## src/rtl/fetch_pc_unit.sv

```systemverilog
`default_nettype none
// ============================================================================
// Module   : fetch_pc_unit
// Purpose  : Fetch-stage program counter and IF/ID pipeline register for the
//            pipelined RV32I core. Drives a request/acknowledge handshake to
//            instruction memory, parks a fetched word while decode is stalled,
//            and discards an in-flight fetch killed by an execute-stage
//            redirect.
//
// Parameters
//   DATA_WIDTH  : PC / instruction width.
//   RESET_PC    : PCF value after reset (word-aligned).
//
// Ports
//   clk, rst      : clock (rising edge), synchronous active-high reset
//   PCN           : next PC from the PC-source mux
//   PCSrcE1bit    : execute-stage redirect; PCN holds the target
//   StallF        : hold PCF and IF/ID
//   FlushD        : invalidate IF/ID
//   imem_req      : fetch request (registered)
//   imem_addr     : fetch address, always equal to PCF
//   imem_ack      : instruction data valid this cycle (may be combinational)
//   imem_rdata    : instruction word
//   PCF, PCPlus4F : current fetch PC and PCF+4 (combinational, wraps)
//   InstrD, PCD, PCPlus4D, ValidD : IF/ID register contents
//   misaligned_o  : one-cycle pulse when a misaligned PCN was force-aligned
//                   (port exists only when PC_MISALIGN_CHECK_EN is defined)
//
// Build option
//   PC_MISALIGN_CHECK_EN : when defined, every PCF load clears PCN[1:0] and
//                          pulses misaligned_o if those bits were non-zero.
//
// Revision : 1.0 - initial release
// ============================================================================
module fetch_pc_unit #(
    parameter int                    DATA_WIDTH = 32,
    parameter logic [DATA_WIDTH-1:0] RESET_PC   = {DATA_WIDTH{1'b0}}
) (
    input  logic                  clk,
    input  logic                  rst,
    input  logic [DATA_WIDTH-1:0] PCN,
    input  logic                  PCSrcE1bit,
    input  logic                  StallF,
    input  logic                  FlushD,
    output logic                  imem_req,
    output logic [DATA_WIDTH-1:0] imem_addr,
    input  logic                  imem_ack,
    input  logic [DATA_WIDTH-1:0] imem_rdata,
    output logic [DATA_WIDTH-1:0] PCF,
    output logic [DATA_WIDTH-1:0] PCPlus4F,
    output logic [DATA_WIDTH-1:0] InstrD,
    output logic [DATA_WIDTH-1:0] PCD,
    output logic [DATA_WIDTH-1:0] PCPlus4D,
    output logic                  ValidD
`ifdef PC_MISALIGN_CHECK_EN
    ,
    output logic                  misaligned_o
`endif
);

    // ------------------------------------------------------------------------
    // Constants
    // ------------------------------------------------------------------------
    localparam logic [DATA_WIDTH-1:0] c_NOP     = DATA_WIDTH'(32'h0000_0013);
    localparam logic [DATA_WIDTH-1:0] c_PC_STEP = DATA_WIDTH'(4);

    // Fetch handshake states
    localparam logic [1:0] c_ST_IDLE = 2'd0;  // one cycle after reset, no request
    localparam logic [1:0] c_ST_REQ  = 2'd1;  // request asserted at PCF
    localparam logic [1:0] c_ST_HELD = 2'd2;  // word parked while decode stalls
    localparam logic [1:0] c_ST_DROP = 2'd3;  // waiting for the ack of a killed fetch

    // ------------------------------------------------------------------------
    // Registers
    // ------------------------------------------------------------------------
    logic [1:0]            r_state;
    logic                  r_req;
    logic [DATA_WIDTH-1:0] r_pcf;

    logic [DATA_WIDTH-1:0] r_instr_d;
    logic [DATA_WIDTH-1:0] r_pc_d;
    logic [DATA_WIDTH-1:0] r_pcp4_d;
    logic                  r_valid_d;

    logic                  r_buf_valid;
    logic [DATA_WIDTH-1:0] r_buf_instr;
    logic [DATA_WIDTH-1:0] r_buf_pc;

    // ------------------------------------------------------------------------
    // Combinational control
    // ------------------------------------------------------------------------
    logic                  w_in_req;
    logic                  w_in_held;
    logic                  w_fetch_accept;
    logic                  w_fetch_hold;
    logic                  w_release;
    logic                  w_pc_load;
    logic [DATA_WIDTH-1:0] w_pcn_eff;
    logic [1:0]            w_state_nxt;

    assign w_in_req  = (r_state == c_ST_REQ);
    assign w_in_held = (r_state == c_ST_HELD);

    // A redirect overrides everything: any ack arriving with it is stale.
    assign w_fetch_accept = w_in_req  &  imem_ack & ~StallF & ~PCSrcE1bit;
    assign w_fetch_hold   = w_in_req  &  imem_ack &  StallF & ~PCSrcE1bit;
    assign w_release      = w_in_held &  r_buf_valid & ~StallF & ~PCSrcE1bit;

    // PCF advances whenever a fetched word leaves the fetch stage, or on a
    // redirect. An accept that coincides with FlushD still advances PCF.
    assign w_pc_load = PCSrcE1bit | w_fetch_accept | w_release;

`ifdef PC_MISALIGN_CHECK_EN
    assign w_pcn_eff = {PCN[DATA_WIDTH-1:2], 2'b00};
`else
    assign w_pcn_eff = PCN;
`endif

    // ------------------------------------------------------------------------
    // Next-state logic
    // ------------------------------------------------------------------------
    always_comb begin
        w_state_nxt = r_state;
        case (r_state)
            c_ST_IDLE: begin
                // Any ack seen here belongs to a pre-reset request: ignored.
                w_state_nxt = c_ST_REQ;
            end
            c_ST_REQ: begin
                if (PCSrcE1bit) begin
                    // Without an ack the memory still owes us a response that
                    // must be swallowed before fetching at the target.
                    w_state_nxt = imem_ack ? c_ST_REQ : c_ST_DROP;
                end else if (imem_ack && StallF) begin
                    w_state_nxt = c_ST_HELD;
                end else begin
                    w_state_nxt = c_ST_REQ;
                end
            end
            c_ST_HELD: begin
                if (PCSrcE1bit || !StallF) begin
                    w_state_nxt = c_ST_REQ;
                end
            end
            c_ST_DROP: begin
                // A further redirect while dropping only changes PCF; the
                // killed request is still outstanding until its ack.
                if (imem_ack) begin
                    w_state_nxt = c_ST_REQ;
                end
            end
            default: begin
                w_state_nxt = c_ST_IDLE;
            end
        endcase
    end

    // ------------------------------------------------------------------------
    // State, request and program counter
    // ------------------------------------------------------------------------
    always_ff @(posedge clk) begin
        if (rst) begin
            r_state <= c_ST_IDLE;
            r_req   <= 1'b0;
            r_pcf   <= RESET_PC;
        end else begin
            r_state <= w_state_nxt;
            // Request is a registered decode of the next state, so imem_addr
            // (PCF) and imem_req change on the same edge.
            r_req   <= (w_state_nxt == c_ST_REQ);
            if (w_pc_load) begin
                r_pcf <= w_pcn_eff;
            end
        end
    end

    // ------------------------------------------------------------------------
    // Holding buffer: captures an acked word while decode is stalled
    // ------------------------------------------------------------------------
    always_ff @(posedge clk) begin
        if (rst) begin
            r_buf_valid <= 1'b0;
            r_buf_instr <= {DATA_WIDTH{1'b0}};
            r_buf_pc    <= {DATA_WIDTH{1'b0}};
        end else if (PCSrcE1bit) begin
            r_buf_valid <= 1'b0;
        end else if (w_fetch_hold) begin
            r_buf_valid <= 1'b1;
            r_buf_instr <= imem_rdata;
            r_buf_pc    <= r_pcf;
        end else if (w_release) begin
            r_buf_valid <= 1'b0;
        end
    end

    // ------------------------------------------------------------------------
    // IF/ID pipeline register
    // ------------------------------------------------------------------------
    always_ff @(posedge clk) begin
        if (rst) begin
            r_instr_d <= c_NOP;
            r_pc_d    <= {DATA_WIDTH{1'b0}};
            r_pcp4_d  <= {DATA_WIDTH{1'b0}};
            r_valid_d <= 1'b0;
        end else if (PCSrcE1bit || FlushD) begin
            // Squash: PCD/PCPlus4D are meaningless with ValidD=0 and are held.
            r_instr_d <= c_NOP;
            r_valid_d <= 1'b0;
        end else if (w_fetch_accept) begin
            r_instr_d <= imem_rdata;
            r_pc_d    <= r_pcf;
            r_pcp4_d  <= r_pcf + c_PC_STEP;
            r_valid_d <= 1'b1;
        end else if (w_release) begin
            r_instr_d <= r_buf_instr;
            r_pc_d    <= r_buf_pc;
            r_pcp4_d  <= r_buf_pc + c_PC_STEP;
            r_valid_d <= 1'b1;
        end else if (!StallF) begin
            // Decode consumed its instruction and nothing new arrived.
            r_valid_d <= 1'b0;
        end
    end

    // ------------------------------------------------------------------------
    // Misalignment pulse
    // ------------------------------------------------------------------------
`ifdef PC_MISALIGN_CHECK_EN
    logic r_misaligned;

    always_ff @(posedge clk) begin
        if (rst) begin
            r_misaligned <= 1'b0;
        end else begin
            r_misaligned <= w_pc_load && (PCN[1:0] != 2'b00);
        end
    end

    assign misaligned_o = r_misaligned;
`endif

    // ------------------------------------------------------------------------
    // Outputs
    // ------------------------------------------------------------------------
    assign imem_req  = r_req;
    assign imem_addr = r_pcf;
    assign PCF       = r_pcf;
    assign PCPlus4F  = r_pcf + c_PC_STEP;
    assign InstrD    = r_instr_d;
    assign PCD       = r_pc_d;
    assign PCPlus4D  = r_pcp4_d;
    assign ValidD    = r_valid_d;

endmodule
`default_nettype wire

```

## config.mk

```make
export PLATFORM = sky130hd
export DESIGN_NAME = fetch_pc_unit
export DESIGN_NICKNAME = d
export VERILOG_FILES = /design/src/rtl/fetch_pc_unit.sv
export SDC_FILE = /design/constraint.sdc
export NUM_CORES = 1
export LEC_CHECK = 0
export BUFFER_PORTS_ARGS = -buffer_cell sky130_fd_sc_hd__buf_4
export CORE_ASPECT_RATIO = 0.9
export CORE_MARGIN = 4
export CORE_UTILIZATION = 50
export CTS_BUF_LIST = sky130_fd_sc_hd__clkbuf_4
export DETAILED_ROUTE_END_ITERATION = 6
export GPL_TIMING_DRIVEN = 0
export PLACE_DENSITY = 0.73
export SETUP_SLACK_MARGIN = 0.1
export SLEW_MARGIN = 20
export SYNTH_ARGS = -nofsm -noshare
export SYNTH_HDL_FRONTEND = slang
export SYNTH_SLANG_ARGS = --single-unit
```

## constraint.sdc

```tcl
create_clock -name clk -period 3.3 [get_ports clk]
set_clock_uncertainty 0.2 [all_clocks]
set_input_delay 0.33 -clock clk [delete_from_list [all_inputs] [get_ports clk]]
set_output_delay 0.33 -clock clk [all_outputs]
set_load 0.02 [all_outputs]
```

* Yosys cells after proc, flatten, opt, wreduce, memory -nomap -nowiden
Cells that the tools add are included.
Word-level totals: bits in registers 197, output and inout bits 194, logic and storage cells 58
Cells by class: $add $sub $neg 2, equal/unequal tests 5, muxes and demuxes 17, bitwise operators 13, reductions and logical operators 11
Operators by type and width (count):
- 2-to-1 mux 32 bit | 6
- adder 32 x 3 -> 32 bit (second input constant) | 2
- 2-to-1 mux 2 bit | 5
- AND 1 bit | 8
- case mux 2 bit (4 select lines) | 1
- 2-to-1 mux 1 bit | 5
- equality test 2 x 1 -> 1 bit (second input constant) | 2
- equality test 2 bit (second input constant) | 2
- AND reduction 2 bit | 2
- nonzero test 2 bit | 2
- OR reduction 2 bit | 2
- != test 3 x 1 -> 1 bit (second input constant) | 1
- NOT 1 bit | 3
- logical NOT 2 bit | 1
- logical OR 1 bit | 2
- OR 1 bit | 2
- logical AND 1 bit | 1
- logical NOT 1 bit | 1

* Logic depth before layout (Yosys ltp)
depth in word-level cells 6, depth in mapped cells 8, mapped depth without buffers 6

* Least setup slack after synthesis
Ideal clock, no wire load.
path kind reg2out, start reg r_pcf[5] (netlist: PCF[5]), end out PCPlus4F[31], data arrival time 2090 ps, path slack 680 ps, stages on the path, launching flop included 7, buffers on the path 2, path through dfxtp_1 clkbuf_2 nand4_2 or3_1 clkbuf_1 nor4_2 xor2_1
Between the ends: longest elaborated chain between the ends 1
RTL lines:
- start, declared | RTL line 78 | logic [DATA_WIDTH-1:0] r_pcf;
- start signal, assigned | RTL line 172 | r_pcf <= w_pcn_eff;
- adder 32 x 3 -> 32 bit | RTL line 248 | assign PCPlus4F = r_pcf + c_PC_STEP;
- end, declared | RTL line 50 | output logic [DATA_WIDTH-1:0] PCPlus4F,
Every way passes these cells.

* Worst setup path in the final report
start reg r_pcf[7] (netlist: PCF[7]), end out PCPlus4F[31]
Same word-level chain as after synthesis.

==> results by group <==
Final layout
  – Synth-to-Final Area Change: 40.4%
  – Fill cells: 1476
  – Finished Cell Area: 12900 µm²
  – Nets: 1669
  – Share of layout cells above drive strength 1: 27.0%

STA
  – Final setup viols: 0
  – RSZ-0062 raised after global routing: yes
  – Worst Max-Slew Pin Slew: 0.920 ns
  – Max Slew Vio Count: 0
  – Final period utilization: 97.9%
  – Setup TNS: 0 ns
  – Hold Fails Final Rpt: 0
  – Final Critical Period: 3.23 ns
  – Headroom to the max-slew limit: 38.4%
  – Setup WS post-layout: 0.0695 ns
  – Hold slack: 0.0507 ns
  – Fmax: 310 MHz

Die
  – I/O pin cnt: 264
  – Die Area: 20700 µm²
  – Site Rows: 46
  – Initial core utilization: 51.7%
  – Core Area: 17800 µm²
  – Die X: 151 µm
  – DIE HEIGHT: 137 µm

CTS
  – H-tree depth: 4
  – Max Root-Sink Buffers: 2
  – Number of CTS-inserted buffers: 17
  – Worst-path clk slew: 0.16 ns
  – CTS root buf: clkbuf_4
  – CTS tree: built
  – Clk sinks: 195
  – Clock latency on the worst-skew pair: 0.61 ns

Hold path
  – Hold EP: PCPlus4D[31]$_SDFFE_PP0P_
  – Worst Hold Depth: 3
  – Hold_sp: rst
  – Worst hold-check path type: input port to flop

Synth
  – Distinct cells, synth: 55
  – Net Count, Synth: 1293
  – Sequential share of the synthesized area: 42.3%
  – Asr flop ratio synth: 0%
  – Area fraction of the dominant cell type after synthesis: 42.3%
  – Average size of a mapped cell: 7.55 µm²
  – Mapped Area: 9220 µm²
  – Mapped Cells: 1221
  – Area contributors post-synth: dfxtp_1, nand2_1, a21oi_1
  – Yosys warns: 0
  – Yosys reg bits: 195
  – Post-synth EDFFs: 0
  – Ys flop type: dfxtp_1
  – Synth area leader: dfxtp_1

Critical path
  – CP max FO: 5
  – Setup CP Type: flop to output port
  – RR Endpoint: InstrD[3]$_SDFFE_PP0P_
  – Req. time, crit path: 2.77 ns
  – Kind of start point of the critical path: flop
  – RR Startpoint: r_state[1]$_SDFF_PP0_
  – Register-to-Register Setup Slack: 0.42 ns
  – Register-to-Register Path Depth: 7
  – Critical Path End Type: output port
  – Worst Path Arrival: 2.70 ns

Route
  – DRT Pass-1 Iters: 6
  – Vias per inst: 5.65
  – Wire per inst: 18.5 µm
  – Final ANT Viol Nets: 0
  – Initial detailed-routing violation count: 959
  – # DRC: 0
  – Routed WL: 34200 µm
  – Routed via count: 10500

Global routing
  – GRT overflow: 0
  – Largest net degree at the start of global routing: 18
  – Number of global-route vias before repair: 9687
  – Global-route wire length before repair: 52200 µm
  – Initial antenna violation count: 1
  – Total Routing Usage GR: 32.1%

Pwr
  – Max VDD drop: 0.000285 V
  – Leakage: 5.10 nW
  – PwrDens: 354 nW/µm²

Placed design
  – Pre-CTS setup slack: -0.0542 ns
  – Post-DP HPWL: 24100 µm
  – Port bufs: 262
  – Placed inst area: 11500 µm²
  – Final Wtd Congestion: 0.946

Job
  – Max Cap Violations: 0

Status
  – Status: completed
[cells in the final DEF (no fill, tap or decap), types with 16 or more instances in the layout]
| cell type | count |
|---|---|
| nand2_1 | 355 |
| buf_4 | 324 |
| dfxtp_1 | 175 |
| a21oi_1 | 107 |
| nor2_1 | 77 |
| clkbuf_1 | 75 |
| dlygate4sd3_1 | 68 |
| a311oi_1 | 61 |
| nor3_1 | 36 |
| clkbuf_4 | 23 |
| nand3_1 | 23 |
| nand3b_1 | 18 |
| nor4_1 | 16 |
[layout make-up]
class	count	area, µm²	area share, %
plain buffers	142	767	5.92
clock buffers	18	135	1.04
repair buffers	357	2870	22.1
clock inverters	14	154	1.19
flip-flops and latches	195	3950	30.5
well taps	240	300	2.32
inverters	14	52.6	0.406
multi-input cells	870	4720	36.5
diodes	1	2.50	0.0193
[metal layers]
| metal | vias up | track usage, % | share of wire (%) |
|---|---|---|---|
| met5 | - | 0 | 0 |
| li1 | 4933 | - | - |
| met4 | 0 | 10.8 | 2.6 |
| met3 | 68 | 9.30 | 10 |
| met1 | 4946 | 42.4 | 42 |
| met2 | 507 | 50.5 | 46 |
[how the worst max path moves through the flow]
| stage | slack, ns | from | depth (start not counted) | to |
|---|---|---|---|---|
| 2_1_floorplan | 0.68 | PCF[5]$_SDFFE_PP0P_ | 6 | PCPlus4F[31] |
| 3_3_place_gp | -0.03 | PCF[3]$_SDFFE_PP0P_ | 6 | PCPlus4F[20] |
| 3_5_place_dp | -0.05 | PCF[3]$_SDFFE_PP0P_ | 6 | PCPlus4F[22] |
| 4_1_cts | 0.10 | PCF[12]$_SDFFE_PP0P_ | 6 | PCPlus4F[28] |
| 5_1_grt | -0.008 | PCF[7]$_SDFFE_PP0P_ | 7 | PCPlus4F[31] |
| 6_report | 0.07 | PCF[7]$_SDFFE_PP0P_ | 7 | PCPlus4F[31] |
[synthesized netlist by cell type, types with 6 or more instances]
cell,n
a21oi_1,107
a311oi_1,61
buf_1,9
buf_2,9
buf_4,36
clkbuf_1,85
dfxtp_1,195
inv_1,14
nand2_1,356
nand3_1,24
nand3b_1,18
nand4_1,11
nor2_1,77
nor3_1,40
nor4_1,19
o211ai_1,6
o21a_1,6
o21ai_0,13
o31a_1,14
o31ai_1,12
or2_2,13
or3_1,8
xnor2_1,14
xor2_1,13
[kinds of logic after synthesis]
family | Yosys count | share of synthesized area (%)
buffers and inverters | 156 | 8.05
multiplexers | 5 | 0.543
XOR/XNOR | 27 | 2.56
AND/OR/NAND/NOR | 595 | 28.7
AO/OA/AOI/OAI | 241 | 17.6
adder cells (fa/ha/maj) | 2 | 0.271
flip-flops | 195 | 42.3
[sequential cells by signal, summed over array words and instances (netlist names)]
register,count
r_buf_pc,32
imem_req,1
PCD,32
r_buf_instr,32
PCF,32
PCPlus4D,30
InstrD,32
ValidD,1
r_buf_valid,1
r_state,2
[what timing repair did]
action	CTS	global route
pin swaps	7	11
hold buffers	68	0
gates cloned	1	0
gates resized for setup	57	40
setup buffers	18	8
endpoints found under the setup margin	15	14
endpoints found under the hold margin	102	0
[power breakdown]
group          total (W)  internal [W]  switching, W
Clock            0.00135      0.000471      0.000880
Sequential       0.00247       0.00241     0.0000618
Combinational   0.000762      0.000348      0.000414
[worst max-delay path: stages, from the launching register on]
cell	delay (ns)
dfxtp_2	0.37
buf_6	0.11
nand4_1	0.20
or3_4	0.47
buf_8	0.15
nor4_4	0.34
xor2_2	0.28
buf_6	0.16
[per-stage QoR]
| step | power [W] | utilization [%] | instances |
|---|---|---|---|
| after detailed placement | 0.00317 | 64.4 | 1723 |
| after CTS | 0.00456 | 71.5 | 1842 |
| after global placement | 0.00316 | 64.4 | 1723 |
| after global routing | 0.00473 | 72.6 | 1851 |
| final | 0.00458 | 72.6 | 1851 |
| after floorplan | 0.00286 | - | 1221 |
Note: power is estimated with default switching activity, not from simulation.
